$ cat src/rtl/guess_entry.sv
// ============================================================================
//  Module      : guess_entry
//  Description : Keypad-to-guess stage. Debounces scanner key codes, assembles
//                four unique decimal digits with backspace/enter, presents the
//                guess over valid/ready and counts accepted attempts.
//                Optional macro GUESS_AUTO_SUBMIT_EN: the 4th digit submits
//                the guess directly and enter is always rejected.
//  Revision    : 1.0  initial release
// ============================================================================
`default_nettype none

module guess_entry #(
    parameter int          DEBOUNCE  = 4,
    parameter int          DEB_W     = 3,
    parameter logic [3:0]  KEY_NONE  = 4'hF,
    parameter logic [3:0]  KEY_BKSP  = 4'hA,
    parameter logic [3:0]  KEY_ENTER = 4'hB,
    parameter int          ATT_MAX   = 99
) (
    input  logic       clk,
    input  logic       rst,
    input  logic       tick,
    input  logic [3:0] key_code,
    output logic [3:0] q1,
    output logic [3:0] q2,
    output logic [3:0] q3,
    output logic [3:0] q4,
    output logic [2:0] count,
    output logic       guess_valid,
    input  logic       guess_ready,
    output logic       err,
    output logic [6:0] attempts
);

    // ------------------------------------------------------------------
    // Debouncer
    // ------------------------------------------------------------------
    localparam logic [1:0] c_wait_press = 2'd0;
    localparam logic [1:0] c_confirm    = 2'd1;
    localparam logic [1:0] c_wait_rel   = 2'd2;

    localparam logic [DEB_W-1:0] c_deb_last = DEB_W'(DEBOUNCE - 1);
    localparam logic [DEB_W-1:0] c_deb_one  = DEB_W'(1);
    localparam logic             c_deb_single = (DEBOUNCE <= 1);

    logic [1:0]       r_deb_state;
    logic [DEB_W-1:0] r_deb_cnt;
    logic [3:0]       r_key;
    logic             r_evt;

    always_ff @(posedge clk) begin
        if (rst) begin
            r_deb_state <= c_wait_press;
            r_deb_cnt   <= '0;
            r_key       <= KEY_NONE;
            r_evt       <= 1'b0;
        end else begin
            r_evt <= 1'b0;
            if (tick) begin
                case (r_deb_state)
                    c_wait_press: begin
                        if (key_code != KEY_NONE) begin
                            r_key <= key_code;
                            if (c_deb_single) begin
                                r_evt       <= 1'b1;
                                r_deb_cnt   <= '0;
                                r_deb_state <= c_wait_rel;
                            end else begin
                                r_deb_cnt   <= c_deb_one;
                                r_deb_state <= c_confirm;
                            end
                        end
                    end
                    c_confirm: begin
                        if (key_code == r_key) begin
                            if (r_deb_cnt == c_deb_last) begin
                                r_evt       <= 1'b1;
                                r_deb_cnt   <= '0;
                                r_deb_state <= c_wait_rel;
                            end else begin
                                r_deb_cnt <= r_deb_cnt + c_deb_one;
                            end
                        end else begin
                            r_deb_cnt   <= '0;
                            r_deb_state <= c_wait_press;
                        end
                    end
                    c_wait_rel: begin
                        // Release needs an unbroken run of NONE samples.
                        if (key_code == KEY_NONE) begin
                            if (r_deb_cnt == c_deb_last) begin
                                r_deb_cnt   <= '0;
                                r_deb_state <= c_wait_press;
                            end else begin
                                r_deb_cnt <= r_deb_cnt + c_deb_one;
                            end
                        end else begin
                            r_deb_cnt <= '0;
                        end
                    end
                    default: begin
                        r_deb_cnt   <= '0;
                        r_deb_state <= c_wait_press;
                    end
                endcase
            end
        end
    end

    // ------------------------------------------------------------------
    // Entry FSM
    // ------------------------------------------------------------------
    localparam logic [1:0] c_entry   = 2'd0;
    localparam logic [1:0] c_full    = 2'd1;
    localparam logic [1:0] c_present = 2'd2;

    localparam logic [6:0] c_att_max = 7'(ATT_MAX);

`ifdef GUESS_AUTO_SUBMIT_EN
    localparam logic [1:0] c_fourth_state = c_present;
    localparam logic       c_auto         = 1'b1;
`else
    localparam logic [1:0] c_fourth_state = c_full;
    localparam logic       c_auto         = 1'b0;
`endif

    logic [1:0] r_state;
    logic [3:0] r_slot [4];
    logic [2:0] r_count;
    logic       r_err;
    logic [6:0] r_attempts;

    logic w_is_digit;
    logic w_is_bksp;
    logic w_is_enter;
    logic w_dup;
    logic w_handshake;

    always_comb begin
        w_is_digit  = (r_key <= 4'd9);
        w_is_bksp   = (r_key == KEY_BKSP);
        w_is_enter  = (r_key == KEY_ENTER);
        // Empty slots hold F, which never matches a digit.
        w_dup       = (r_slot[0] == r_key) || (r_slot[1] == r_key) ||
                      (r_slot[2] == r_key) || (r_slot[3] == r_key);
        w_handshake = (r_state == c_present) && guess_ready;
    end

    always_ff @(posedge clk) begin
        if (rst) begin
            r_state    <= c_entry;
            r_count    <= 3'd0;
            r_err      <= 1'b0;
            r_attempts <= 7'd0;
            for (int i = 0; i < 4; i++) r_slot[i] <= KEY_NONE;
        end else begin
            r_err <= 1'b0;
            if (w_handshake) begin
                // Any event landing on the handshake cycle is dropped.
                for (int i = 0; i < 4; i++) r_slot[i] <= KEY_NONE;
                r_count <= 3'd0;
                r_state <= c_entry;
                if (r_attempts != c_att_max) r_attempts <= r_attempts + 7'd1;
            end else if (r_evt) begin
                case (r_state)
                    c_entry: begin
                        if (w_is_digit) begin
                            if (w_dup) begin
                                r_err <= 1'b1;
                            end else begin
                                r_slot[r_count[1:0]] <= r_key;
                                r_count              <= r_count + 3'd1;
                                if (r_count == 3'd3) r_state <= c_fourth_state;
                            end
                        end else if (w_is_bksp) begin
                            if (r_count != 3'd0) begin
                                r_slot[r_count[1:0] - 2'd1] <= KEY_NONE;
                                r_count                     <= r_count - 3'd1;
                            end
                        end else if (w_is_enter) begin
                            r_err <= 1'b1;
                        end
                    end
                    c_full: begin
                        if (w_is_digit) begin
                            r_err <= 1'b1;
                        end else if (w_is_bksp) begin
                            r_slot[3] <= KEY_NONE;
                            r_count   <= r_count - 3'd1;
                            r_state   <= c_entry;
                        end else if (w_is_enter) begin
                            if (c_auto) r_err   <= 1'b1;
                            else        r_state <= c_present;
                        end
                    end
                    c_present: begin
                        // Only auto-submit rejects enter here; all else drops.
                        if (w_is_enter && c_auto) r_err <= 1'b1;
                    end
                    default: begin
                        r_state <= c_entry;
                    end
                endcase
            end
        end
    end

    assign q1          = r_slot[0];
    assign q2          = r_slot[1];
    assign q3          = r_slot[2];
    assign q4          = r_slot[3];
    assign count       = r_count;
    assign guess_valid = (r_state == c_present);
    assign err         = r_err;
    assign attempts    = r_attempts;

endmodule

`default_nettype wire

$ cat config.mk
export PLATFORM = sky130hd
export DESIGN_NAME = guess_entry
export DESIGN_NICKNAME = d
export VERILOG_FILES = /design/src/rtl/guess_entry.sv
export SDC_FILE = /design/constraint.sdc
export NUM_CORES = 1
export LEC_CHECK = 0
export BUFFER_PORTS_ARGS = -buffer_cell sky130_fd_sc_hd__buf_2
export CAP_MARGIN = 20
export CORE_ASPECT_RATIO = 0.6
export CORE_UTILIZATION = 28
export CTS_BUF_LIST = sky130_fd_sc_hd__clkbuf_8 sky130_fd_sc_hd__clkbuf_16
export DETAILED_ROUTE_END_ITERATION = 12
export GPL_ROUTABILITY_DRIVEN = 0
export PLACE_DENSITY = 0.48
export SETUP_SLACK_MARGIN = 0.05
export SLEW_MARGIN = 20
export SYNTH_ARGS = -nofsm -noshare
export SYNTH_HDL_FRONTEND = slang
export SYNTH_SLANG_ARGS = --single-unit
$ cat constraint.sdc
create_clock -name clk -period 3 [get_ports clk]
set_input_delay 0.6 -clock clk [delete_from_list [all_inputs] [get_ports clk]]
set_output_delay 0.6 -clock clk [all_outputs]
set_load 0.1 [all_outputs]
# Word level (Yosys, flattened, before mapping)
# Memories as Yosys holds them, arrays and structs flattened.
# Cells that the tools add are included.
dict set report totals {
  reg_bits 23
  ram_bits 16
  in_bits 8
  output_inout_bits 28
  elab_cells 143
  mem_count 1
}
dict set report classes {
  addsub 5
  magnitude_cmp 1
  eq_ne 29
  mux 70
  n_bitwise 10
  n_reduce_logical 19
}
# memory words word_bits read_ports rd_ports_with_merged_regs wr line_no
set memory_table {}
lappend memory_table {r_slot 4 4 4 0 4 128} ;# logic [3:0] r_slot [4];
# cell count
set ops {}
lappend ops {{$mux 1} 35}
lappend ops {{$mux 3} 10}
lappend ops {{$mux 4} 7}
lappend ops {{$mux 2} 13}
lappend ops {{$eq 4x4->1} 5}
lappend ops {{$ne 2x2->1 const B} 8}
lappend ops {{$ne 3x3->1 const B} 5}
lappend ops {{$reduce_and 7->1} 2}
lappend ops {{$eq 4x4->1 const B} 3}
lappend ops {{$pmux 2 s3} 2}
lappend ops {{$reduce_or 4->1} 3}
lappend ops {{$pmux 3 s3} 1}
lappend ops {{$add 7x1->7 const B} 1}
lappend ops {{$ne 7x7->1 const B} 1}
lappend ops {{$add 3x1->3 const B} 2}
lappend ops {{$eq 3x2->1 const B} 2}
lappend ops {{$pmux 3 s2} 1}
lappend ops {{$not 1->1} 5}
lappend ops {{$or 1x1->1} 5}
lappend ops {{$reduce_and 5->1} 1}
lappend ops {{$eq 2x1->1 const B} 2}
lappend ops {{$eq 2x2->1 const B} 2}
lappend ops {{$le 4x4->1 const B} 1}
lappend ops {{$logic_not 2->1} 2}
lappend ops {{12 further kinds} 15}

# Depth between registers and ports, before layout
# Gate-level depths: netlist of run 1.
dict set report logic_depth {
  depth_word 14
  ltp_mapped 9
  mapped_depth_nobuf 7
}

# Worst setup path after synthesis of run 1
# OpenSTA, ideal clock, no wires.
dict set report synth_path {
  path_kind {flip-flop to flip-flop}
  start {register r_count[0], in the netlist count[0]}
  end {memory r_slot[2][0] (enable)}
  setup_time_ps 309
  arrival_ps 2687
  required_ps 2691
  path_slack_ps 4
  stages_incl_launch_ff 9
  n_path_buf 2
  period_less_slack_ps 2996
  cell_sequence {dfxtp_1 > clkbuf_1 > inv_1 > ha_1 > nand2b_1 > and3_1 > buf_2 > mux2i_1 > o21ai_0}
}
# item line_no
set synth_lines {}
lappend synth_lines {{start, declared} 129} ;# logic [2:0] r_count;
lappend synth_lines {{start signal, assigned} 172} ;# r_count <= r_count + 3'd1;
lappend synth_lines {{start signal, assigned} 178} ;# r_count <= r_count - 3'd1;
lappend synth_lines {{start signal, assigned} 189} ;# r_count <= r_count - 3'd1;
lappend synth_lines {{end, declared} 128}

==> Flow_metrics.wiki, run 1 <==
{| class="wikitable"
! Metric !! Value
|-
| Number of filler instances in the final layout || 779
|-
| Worst Clk Skew || 0.00628 ns
|-
| Clock-pin slew of the registers on the worst-case setup and hold paths || 0.06 ns
|-
| Post-Route Setup TNS || 0 ns
|-
| Number of enable-type register cells in the synthesized netlist || 16
|-
| Final-report hold violation count || 0
|-
| Die height || 71.7 um
|-
| Total of warnings raised by yosys || 0
|-
| Hold path depth || 2
|-
| Share of flip-flops with an asynchronous set or reset || 0
|-
| H-tree depth || 2
|-
| Setup-failing EPs final || 0
|-
| Number of nets still failing antenna checks after routing || 0
|-
| Fraction of synthesized area in multiplexers || 0.0227
|-
| Tightest Hold Check Type || flop to flop
|-
| Maximum net fanout on the critical path || 15
|-
| Power, Total || 1.22 mW
|-
| Row Count || 24
|-
| Synthesized-area fraction occupied by and/or/nand/nor cells || 0.225
|-
| DRT Wirelength || 5.66 mm
|-
| R2R cell count || 5
|-
| Drc violations || 0
|-
| Endpoint class of the critical path || flop
|-
| IO buf count || 35
|-
| Combinational family with the most area after synthesis || simple AND/OR/NAND/NOR gates
|-
| Transition time of the tightest slew-check pin || 0.630 ns
|-
| CTS max path bufs || 2
|-
| Required time of the critical path || 2.92 ns
|-
| Clock tree from TritonCTS || yes
|-
| Max frequency || 0.394 GHz
|-
| VDD IR max || 0.197 mV
|-
| Number of sinks driven by the clock tree || 39
|-
| Crit Path Category || flop to flop
|-
| Overflow after GRT || 0
|-
| Yosys reg bits || 39
|-
| Per-cell via count in the routed design || 4.81
|-
| Worst max-slew margin expressed relative to the limit || 0.577
|-
| Total inserted antenna cells || 0
|-
| Maxcap violations || 0
|-
| Worst R2R End || r_slot[3][0]
|-
| Wire length of the first global-routing pass || 9.28 mm
|-
| RSZ-0062 raised after global routing || false
|-
| Leakage || 0.958 nW
|-
| Post-layout minimum cycle time || 2.54 ns
|-
| Synthesized-area fraction occupied by ao, oa, aoi and oai cells || 0.155
|-
| Cell variety after synth || 55
|-
| Share of cells above drive strength 1 || 0.216
|-
| Startpoint of the lowest-slack hold path || r_deb_cnt[1]
|-
| Register area share after synthesis || 0.415
|-
| Starting density of the core || 0.300
|-
| # hold bufs at CTS || 0
|-
| Number of optimization iterations in the first detailed-route pass || 4
|-
| Post-CTS repair timing setup buffer count || 0
|-
| CTS Root Buffer Type || sky130_fd_sc_hd__clkbuf_16
|-
| Most common library cell in the layout ignoring fill and taps || sky130_fd_sc_hd__buf_2
|-
| Area inside the core boundary || 7540 um2
|-
| Smallest hold slack || 0.475 ns
|-
| P per Cell Area || 455 nW/um2
|-
| TritonCTS Buffers || 5
|-
| Arrival time of the worst setup path || 2.45 ns
|-
| Total number of vias || 1,862
|-
| Launch point of the worst reg-to-reg path || r_key[3]
|-
| Clock latency on the worst-skew pair || 0.28 ns
|-
| Prevailing post-synth register cell || sky130_fd_sc_hd__dfxtp_1
|-
| Fraction of the cycle the final worst path needs || 0.845
|-
| Via count of the first global-routing pass || 1,779
|-
| I/O pin count || 36
|-
| Die Footprint || 8460 um2
|-
| Synthesized instance count || 247
|-
| Most used cells in the layout excluding fill and tap cells || sky130_fd_sc_hd__buf_2, sky130_fd_sc_hd__nor2_1, sky130_fd_sc_hd__dfxtp_1
|-
| DRC marker count from the first detailed-route iteration || 143
|-
| HPWL after DPL || 4.26 mm
|-
| End point of the worst hold path || r_deb_cnt[1]
|-
| Adder-Cell Fraction of Synth Area || 0.0331
|-
| Initial antenna violation count || 0
|-
| Largest net degree at the start of global routing || 21
|-
| Overall fraction of global-route tracks in use || 0.141
|-
| CP startpoint kind || flop
|-
| Syn nets || 261
|-
| Layout overhead on the synthesized area || 18.6%
|-
| Number of resized instances in the post-cts repair step || 0
|-
| Final Net Count || 296
|-
| Xor/xnor cell area share of the yosys netlist || 0.0928
|-
| Run status || completed
|-
| Overall die width || 118 um
|-
| Area of the mapped netlist || 2260 um2
|-
| Reg2Reg Setup Slack || 0.46 ns
|-
| Wirelength per Cell || 14.6 um
|-
| Final count of pins violating max slew || 0
|-
| Post-synthesis area per instance || 9.17 um2
|}
[per-stage QoR]
stage	instances	setup slack (ns)	cell area [um2]	utilization
2_1_floorplan	247	0.209	2270	-
3_3_place_gp	379	0.492	2550	0.338
3_5_place_dp	379	0.470	2550	0.338
5_1_grt	387	0.316	2690	0.356
4_1_cts	387	0.432	2690	0.356
6_report	387	0.464	2690	0.356
[area by class of cell]
type	count	area (um2)	share of cell area
well taps	104	130	0.0484
flip-flops and latches	39	942	0.351
inverters	13	48.8	0.0182
repair buffers	42	228	0.0848
clock inverters	3	15.0	0.00559
multi-input cells	181	1200	0.446
clock buffers	5	125	0.0466
[state kept, by name (all words and copies together), names as in the netlist]
signal and flops:
r_evt 1, r_deb_cnt 3, count 3, r_key 4
r_slot 16, r_state 2, r_deb_state 2, attempts 7
err 1
[cell families (layout without fill, tap and decap cells)]
group | Yosys count | count (layout)
xor gates and xnor gates | 24 | 24
buffers and inverters | 27 | 63
and+or+nand+nor | 100 | 100
muxes | 5 | 5
adders and majority gates | 6 | 6
DFF | 39 | 39
AOI/OAI and AO/OA | 46 | 46
[worst max-delay path by stage]
stage	start	endpoint	slack [ns]	cells after the start
finish	r_key[3]	r_slot[3][0]	0.46	5
detailed placement	rst	r_slot[2][1]	0.47	7
global placement	rst	r_slot[2][1]	0.49	7
CTS	r_key[3]	r_slot[3][1]	0.43	5
floorplan	count[1]	r_slot[2][0]	0.21	7
global route	r_key[3]	r_slot[3][2]	0.32	5
[critical path, stage by stage, from the launching register on]
cell and delay, ns:
sky130_fd_sc_hd__dfxtp_1 0.68, sky130_fd_sc_hd__xnor2_1 0.14, sky130_fd_sc_hd__nand4_1 0.16, sky130_fd_sc_hd__nand4_1 0.29, sky130_fd_sc_hd__o32a_1 0.44, sky130_fd_sc_hd__o21ai_0 0.45
[synth_stat cells, drive strengths merged (5+ instances only)]
master / n / share of area
xor2: 5 / 0.019
nand4: 10 / 0.028
xnor2: 19 / 0.073
inv: 13 / 0.022
nand3: 16 / 0.035
clkbuf: 7 / 0.012
buf: 7 / 0.023
o21ai: 9 / 0.020
dfxtp: 23 / 0.20
a21oi: 7 / 0.015
nand2: 20 / 0.033
ha: 6 / 0.033
edfxtp: 16 / 0.21
a211o: 5 / 0.019
nor2: 27 / 0.045
[routing by layer]
metal  GRT usage  routed length (um)
met1       0.224                3310
met2       0.180                2090
met3      0.0422                 259
met4      0.0299                  11
met5           0                   0
[where the power goes]
part	total [mW]	switching [mW]	leakage, nW	internal [mW]
Combinational	0.127	0.0755	0.598	0.0517
Sequential	0.583	0.0235	0.296	0.559
Clock	0.511	0.209	0.0649	0.302
(Power assumes the default switching activity.)
==> run 2, diff against run 1 <==
Clock period 3 ns to 2.6 ns, I/O delays scaled along.
==> run 2 against run 1 <==
  * Final cell count increased by 2.6%
  * Largest cell class unchanged
  * Non-clock buffer count increased by 10
  * Highest routed layer unchanged
  * Utilization increased by 1.4 points
==> Flow_metrics.wiki, run 2 (synthesized netlist as in run 1, its figures left out) <==
{| class="wikitable"
! Metric !! Value
|-
| Internal Dissipation || 1.16 mW (+27%)
|-
| Post-route core utilization || 0.371 (+0.0143)
|-
| Number of nets still failing antenna checks after routing || 0 (unchanged)
|-
| Die height || 71.7 um (unchanged)
|-
| Fraction of the cycle the final worst path needs || 0.941 (+0.0962)
|-
| Crit Path Category || flop to flop
|-
| Worst Clk Skew || 0.00674 ns (+0.000463 ns)
|-
| Non-filler cells in the finished layout || 397 (+2.6%)
|-
| Final-report hold violation count || 0 (unchanged)
|-
| Transition time of the tightest slew-check pin || 0.658 ns (+0.0277 ns)
|-
| Placed instance area || 2630 um2 (+3.1%)
|-
| Clock latency on the worst-skew pair || 0.29 ns (about the same)
|-
| Starting density of the core || 0.300 (unchanged)
|-
| Final count of pins violating max slew || 0 (unchanged)
|-
| Total inserted antenna cells || 0 (unchanged)
|-
| RSZ-0062 raised after global routing || false
|-
| Per-cell via count in the routed design || 4.79 (-0.37%)
|-
| # hold bufs at CTS || 0 (unchanged)
|-
| Reg2Reg Setup Slack || 0.15 ns (-0.31 ns)
|-
| Largest incremental delay on the critical path || 0.62 ns (-0.06 ns)
|-
| Cells along the critical path || and4bb_2 -> and3_1 -> nand2_1 -> o31a_1 -> o21ai_0
|-
| Buffer and inverter count on the worst path || 0 (unchanged)
|-
| Max frequency || 0.409 GHz (+3.6%)
|-
| Number of resized instances in the post-cts repair step || 0 (unchanged)
|-
| Share of cells above drive strength 1 || 0.253 (+0.0370)
|-
| Worst R2R End || r_slot[2][1]
|-
| Area inside the core boundary || 7540 um2 (unchanged)
|-
| Net load switching power || 0.372 mW (+21%)
|-
| Largest net degree at the start of global routing || 21 (unchanged)
|-
| Die Footprint || 8460 um2 (unchanged)
|-
| Post-Route Setup TNS || 0 ns (unchanged)
|-
| CTS Root Buffer Type || sky130_fd_sc_hd__clkbuf_16
|-
| Share of power burned in registers || 0.437 (-0.040)
|-
| Worst setup path endpoint || r_slot[2][1]
|-
| Combinational share of power || 0.102 (-0.002)
|-
| Cell at the slowest stage of the critical path || sky130_fd_sc_hd__dfxtp_1
|-
| Row Count || 24 (unchanged)
|-
| VDD IR max || 0.214 mV (+8.3%)
|-
| Number of flip-flops under the largest register name || 16 (unchanged)
|-
| TritonCTS Buffers || 5 (unchanged)
|-
| Launch point of the worst reg-to-reg path || r_key[3]
|-
| Setup-failing EPs final || 0 (unchanged)
|-
| Run status || completed
|-
| R2R cell count || 5 (unchanged)
|-
| Drc violations || 0 (unchanged)
|-
| Overall fraction of global-route tracks in use || 0.136 (-0.00509)
|-
| Most used cells in the layout excluding fill and tap cells || sky130_fd_sc_hd__buf_2, sky130_fd_sc_hd__nor2_1, sky130_fd_sc_hd__dfxtp_1
|-
| # placed instances || 389 (+2.6%)
|-
| P per Cell Area || 550 nW/um2 (+21%)
|-
| Worst path depth || 5 (unchanged)
|-
| Maxcap violations || 0 (unchanged)
|-
| Tightest Hold Check Type || flop to flop
|-
| Layout overhead on the synthesized area || 23.4%
|-
| Via count of the first global-routing pass || 1,683 (-5.4%)
|-
| Post-CTS repair timing setup buffer count || 0 (unchanged)
|-
| Final Net Count || 306 (+3.4%)
|-
| DRC marker count from the first detailed-route iteration || 126 (-12%)
|-
| Maximum net fanout on the critical path || 10 (-5)
|-
| Most flop-heavy register || r_slot
|-
| Arrival time of the worst setup path || 2.37 ns (-0.08 ns)
|-
| Final cell area excluding filler cells || 2790 um2 (+4.0%)
|-
| Smallest hold slack || 0.479 ns (+0.00362 ns)
|-
| Total number of vias || 1,903 (+2.2%)
|-
| Endpoint class of the critical path || flop
|-
| Largest delay contributor family on the critical path || simple AND/OR/NAND/NOR gates
|-
| Number of sinks driven by the clock tree || 39 (unchanged)
|-
| CTS max path bufs || 2 (unchanged)
|-
| Switching Share || 0.242 (-0.0104)
|-
| Clock-pin slew of the registers on the worst-case setup and hold paths || 0.06 ns (about the same)
|-
| Most common library cell in the layout ignoring fill and taps || sky130_fd_sc_hd__buf_2
|-
| Number of optimization iterations in the first detailed-route pass || 4 (unchanged)
|-
| Leakage || 1.03 nW (+7.3%)
|-
| Crit path from || r_key[3]
|-
| Clk network pwr share || 0.461 (+0.042)
|-
| Wirelength per Cell || 13.9 um (-5.3%)
|-
| Overall die width || 118 um (unchanged)
|-
| H-tree depth || 2 (unchanged)
|-
| Worst max-slew margin expressed relative to the limit || 0.557 (-0.0206)
|-
| IO buf count || 35 (unchanged)
|-
| I/O pin count || 36 (unchanged)
|-
| Required time of the critical path || 2.52 ns (-0.40 ns)
|-
| DRT Wirelength || 5.50 mm (-2.9%)
|-
| Wire length of the first global-routing pass || 8.94 mm (-3.7%)
|-
| Initial antenna violation count || 0 (unchanged)
|-
| Overflow after GRT || 0 (unchanged)
|-
| Clock tree from TritonCTS || yes
|-
| CP startpoint kind || flop
|-
| Post-layout minimum cycle time || 2.45 ns (-0.0881 ns)
|-
| HPWL after DPL || 4.19 mm (-1.6%)
|}
[run 2: cell types whose count changed in the layout (fill, tap and decap cells not counted)]
cell | before | now
sky130_fd_sc_hd__clkinv_1 | 2 | 0
sky130_fd_sc_hd__dfxtp_1 | 22 | 21
sky130_fd_sc_hd__bufinv_16 | 0 | 1
sky130_fd_sc_hd__clkinv_2 | 0 | 1
sky130_fd_sc_hd__clkinv_4 | 0 | 1
sky130_fd_sc_hd__clkinvlp_4 | 1 | 0
sky130_fd_sc_hd__buf_4 | 7 | 17
sky130_fd_sc_hd__dfxtp_4 | 0 | 1
[run 2: worst min-delay path by stage]
stage,startpoint,endpoint,slack [ns],cells after the start
finish,r_deb_cnt[1],r_deb_cnt[1],0.48,2
global route,r_deb_cnt[1],r_deb_cnt[1],0.52,2
CTS,r_deb_cnt[1],r_deb_cnt[1],0.48,2
detailed placement,r_deb_cnt[1],r_deb_cnt[1],0.47,2
global placement,r_deb_cnt[2],r_deb_cnt[2],0.46,2
floorplan,r_evt,err,0.44,2
[run 2: stage by stage]
step	total power [mW]	setup WS, ns
final	1.54	0.152
after global routing	1.59	0.0643
after CTS	1.55	0.175
after detailed placement	0.840	0.107
after global placement	0.841	0.172
after floorplan	0.792	0.0623
[run 2: per-layer routing]
layer / global-route usage / routed length (um) / vias to the layer above
li1: - / - / 978
met1: 0.218 / 3110 / 864
met2: 0.165 / 1940 / 54
met3: 0.0462 / 404 / 7
met4: 0.0299 / 52 / 0
met5: 0 / 0 / -
[run 2: area by class of cell]
| class | instances | area [um2] |
|---|---|---|
| fillers | 767 | 4740 |
| multi-input cells | 181 | 1200 |
| flip-flops and latches | 39 | 946 |
| repair buffers | 52 | 303 |
| well taps | 104 | 130 |
| clock buffers | 5 | 125 |
| inverters | 13 | 48.8 |
| clock inverters | 3 | 43.8 |
[run 2: power groups by stage]
| stage | registers [mW] | clock network [mW] | logic [mW] |
|---|---|---|---|
| after floorplan | 0.662 | 0 | 0.130 |
| after global placement | 0.685 | 0 | 0.157 |
| after detailed placement | 0.684 | 0 | 0.156 |
| after CTS | 0.671 | 0.720 | 0.156 |
| after global routing | 0.673 | 0.742 | 0.174 |
| final | 0.671 | 0.708 | 0.157 |
[run 2: worst min-delay path: stages, from the launching register on]
cell and delay [ns]:
sky130_fd_sc_hd__dfxtp_1 0.31, sky130_fd_sc_hd__nand2b_1 0.06, sky130_fd_sc_hd__a21oi_1 0.06
==> run 3, diff against run 2 <==
Settings changed: CTS_BUF_LIST sky130_fd_sc_hd__clkbuf_8 sky130_fd_sc_hd__clkbuf_16 to sky130_fd_sc_hd__clkbuf_4 sky130_fd_sc_hd__clkbuf_8, RECOVER_POWER from default to 100, REMOVE_ABC_BUFFERS from default to 1.
==> run 3 against run 2 <==
  * First-iteration DRC count fell by 39%
  * Clock-buffer cell count did not move
  * Largest cell class unchanged
  * Clock power fell by 28%
  * Global-route usage is 1.1 points higher
==> Flow_metrics.wiki, run 3 (synthesized netlist as in run 1, its figures left out) <==
{| class="wikitable"
! Metric !! Value
|-
| Run status || completed
|-
| Final-report hold violation count || 0 (unchanged)
|-
| Number of optimization iterations in the first detailed-route pass || 4 (unchanged)
|-
| Per-cell via count in the routed design || 4.92 (+2.6%)
|-
| Hold path depth || 2 (unchanged)
|-
| RSZ-0062 raised after global routing || false
|-
| Row Count || 24 (unchanged)
|-
| Total inserted antenna cells || 0 (unchanged)
|-
| Post-layout minimum cycle time || 2.40 ns (-0.0514 ns)
|-
| CTS max path bufs || 2 (unchanged)
|-
| TritonCTS Buffers || 5 (unchanged)
|-
| VDD IR max || 0.179 mV (-17%)
|-
| Area inside the core boundary || 7540 um2 (unchanged)
|-
| Final cell area excluding filler cells || 2670 um2 (-4.5%)
|-
| Max frequency || 0.417 GHz (+2.1%)
|-
| Via count of the first global-routing pass || 1,797 (+6.8%)
|-
| Transition time of the tightest slew-check pin || 1.19 ns (+0.533 ns)
|-
| HPWL after DPL || 4.52 mm (+7.9%)
|-
| Number of sinks driven by the clock tree || 39 (unchanged)
|-
| Most used cells in the layout excluding fill and tap cells || sky130_fd_sc_hd__clkbuf_1, sky130_fd_sc_hd__nor2_1, sky130_fd_sc_hd__dfxtp_1
|-
| Most flop-heavy register || r_slot
|-
| P per Cell Area || 501 nW/um2 (-8.8%)
|-
| Post-CTS repair timing setup buffer count || 0 (unchanged)
|-
| Met2 capacity usage during global routing || 0.195 (+0.0301)
|-
| Leakage || 0.916 nW (-11%)
|-
| IO buf count || 35 (unchanged)
|-
| CTS Root Buffer Type || sky130_fd_sc_hd__clkbuf_8
|-
| Post-route core utilization || 0.354 (-0.0166)
|-
| Die height || 71.7 um (unchanged)
|-
| # hold bufs at CTS || 0 (unchanged)
|-
| Largest net degree at the start of global routing || 21 (unchanged)
|-
| Number of nets still failing antenna checks after routing || 0 (unchanged)
|-
| Crit Path Category || flop to flop
|-
| Required time of the critical path || 2.61 ns (+0.09 ns)
|-
| Final Net Count || 307 (+0.33%)
|-
| Final count of pins violating max slew || 0 (unchanged)
|-
| Worst Clk Skew || 0.00430 ns (-0.00244 ns)
|-
| DRC marker count from the first detailed-route iteration || 77 (-39%)
|-
| Met1 global-route usage || 0.233 (+0.0144)
|-
| Overall fraction of global-route tracks in use || 0.148 (+0.0114)
|-
| Number of resized instances in the post-cts repair step || 0 (unchanged)
|-
| Die Footprint || 8460 um2 (unchanged)
|-
| H-tree depth || 2 (unchanged)
|-
| Overall die width || 118 um (unchanged)
|-
| Clock-pin slew of the registers on the worst-case setup and hold paths || 0.08 ns (+0.02 ns)
|-
| DRT Wirelength || 5.85 mm (+6.3%)
|-
| Tightest Hold Check Type || flop to flop
|-
| Maxcap violations || 0 (unchanged)
|-
| Wirelength per Cell || 14.7 um (+6.1%)
|-
| Clock tree from TritonCTS || yes
|-
| Wire length of the first global-routing pass || 9.67 mm (+8.2%)
|-
| Global-route layer with the greatest usage || met1
|-
| Layout overhead on the synthesized area || 17.8%
|-
| Arrival time of the worst setup path || 2.40 ns (+0.03 ns)
|-
| Total number of vias || 1,958 (+2.9%)
|-
| Clock latency on the worst-skew pair || 0.29 ns (about the same)
|-
| Met3 usage in global routing || 0.0382 (-0.00796)
|-
| R2R cell count || 7 (+2)
|-
| Worst max-slew margin expressed relative to the limit || 0.209 (-0.348)
|-
| CP startpoint kind || flop
|-
| Drc violations || 0 (unchanged)
|-
| Share of cells above drive strength 1 || 0.126 (-0.127)
|-
| Starting density of the core || 0.300 (unchanged)
|-
| Maximum net fanout on the critical path || 12 (+2)
|-
| Post-Place Setup Slack || 0.156 ns (+0.0491 ns)
|-
| I/O pin count || 36 (unchanged)
|-
| Setup-failing EPs final || 0 (unchanged)
|-
| Placed instance area || 2630 um2 (about the same)
|-
| Initial antenna violation count || 0 (unchanged)
|-
| Most common library cell in the layout ignoring fill and taps || sky130_fd_sc_hd__clkbuf_1
|-
| Endpoint class of the critical path || flop
|-
| Fraction of the cycle the final worst path needs || 0.922 (-0.0198)
|-
| Minimum setup slack in the final design || 0.204 ns (+0.0514 ns)
|-
| Number of flip-flops under the largest register name || 16 (unchanged)
|-
| Overflow after GRT || 0 (unchanged)
|}
## run 3: worst paths after layout
| check | startpoint | to | slack [ns] |
|---|---|---|---|
| max | r_key[2] | r_slot[1][1] | 0.20 |
| min | r_deb_cnt[2] | r_deb_cnt[2] | 0.48 |
| max reg2reg | r_key[2] | r_slot[1][1] | 0.20 |
| min reg2reg | r_deb_cnt[2] | r_deb_cnt[2] | 0.48 |
## run 3: critical path, stage by stage (launching register included)
cell and delay (ns):
sky130_fd_sc_hd__dfxtp_1 0.68, sky130_fd_sc_hd__xnor2_1 0.14, sky130_fd_sc_hd__nand4_1 0.18, sky130_fd_sc_hd__nand4_1 0.16
sky130_fd_sc_hd__clkbuf_2 0.18, sky130_fd_sc_hd__o32a_1 0.38, sky130_fd_sc_hd__o21ai_0 0.19, sky130_fd_sc_hd__clkbuf_2 0.21
## run 3: layout make-up
cell class | count | area, um2
inverters | 13 | 48.8
clock buffers | 5 | 68.8
flip-flops and latches | 39 | 941
clock inverters | 3 | 43.8
repair buffers | 53 | 251
well taps | 104 | 130
multi-input cells | 181 | 1180
fillers | 801 | 4870
## run 3: power breakdown
part,total [mW],internal (mW),leakage (nW),switching (mW)
clock,0.511,0.286,0.0581,0.225
sequential,0.669,0.644,0.295,0.0246
combinational,0.158,0.0654,0.563,0.0924
## run 3: metal layers
metal  up-vias  share of wire  wire, um
met5         -              0         0
met4         0         0.0051        30
met3         5          0.053       309
met2        41           0.38      2220
met1       927           0.56      3290
li1        985              -         -
## run 3: stage by stage
step           cells  total power [mW]  hold WS [ns]  TNS, ns
6_report         398              1.34         0.477        0
4_1_cts          398              1.37         0.482        0
3_3_place_gp     390             0.845         0.463        0
3_5_place_dp     390             0.844         0.476        0
2_1_floorplan    233             0.776         0.440    -7.09
5_1_grt          398              1.41         0.501        0
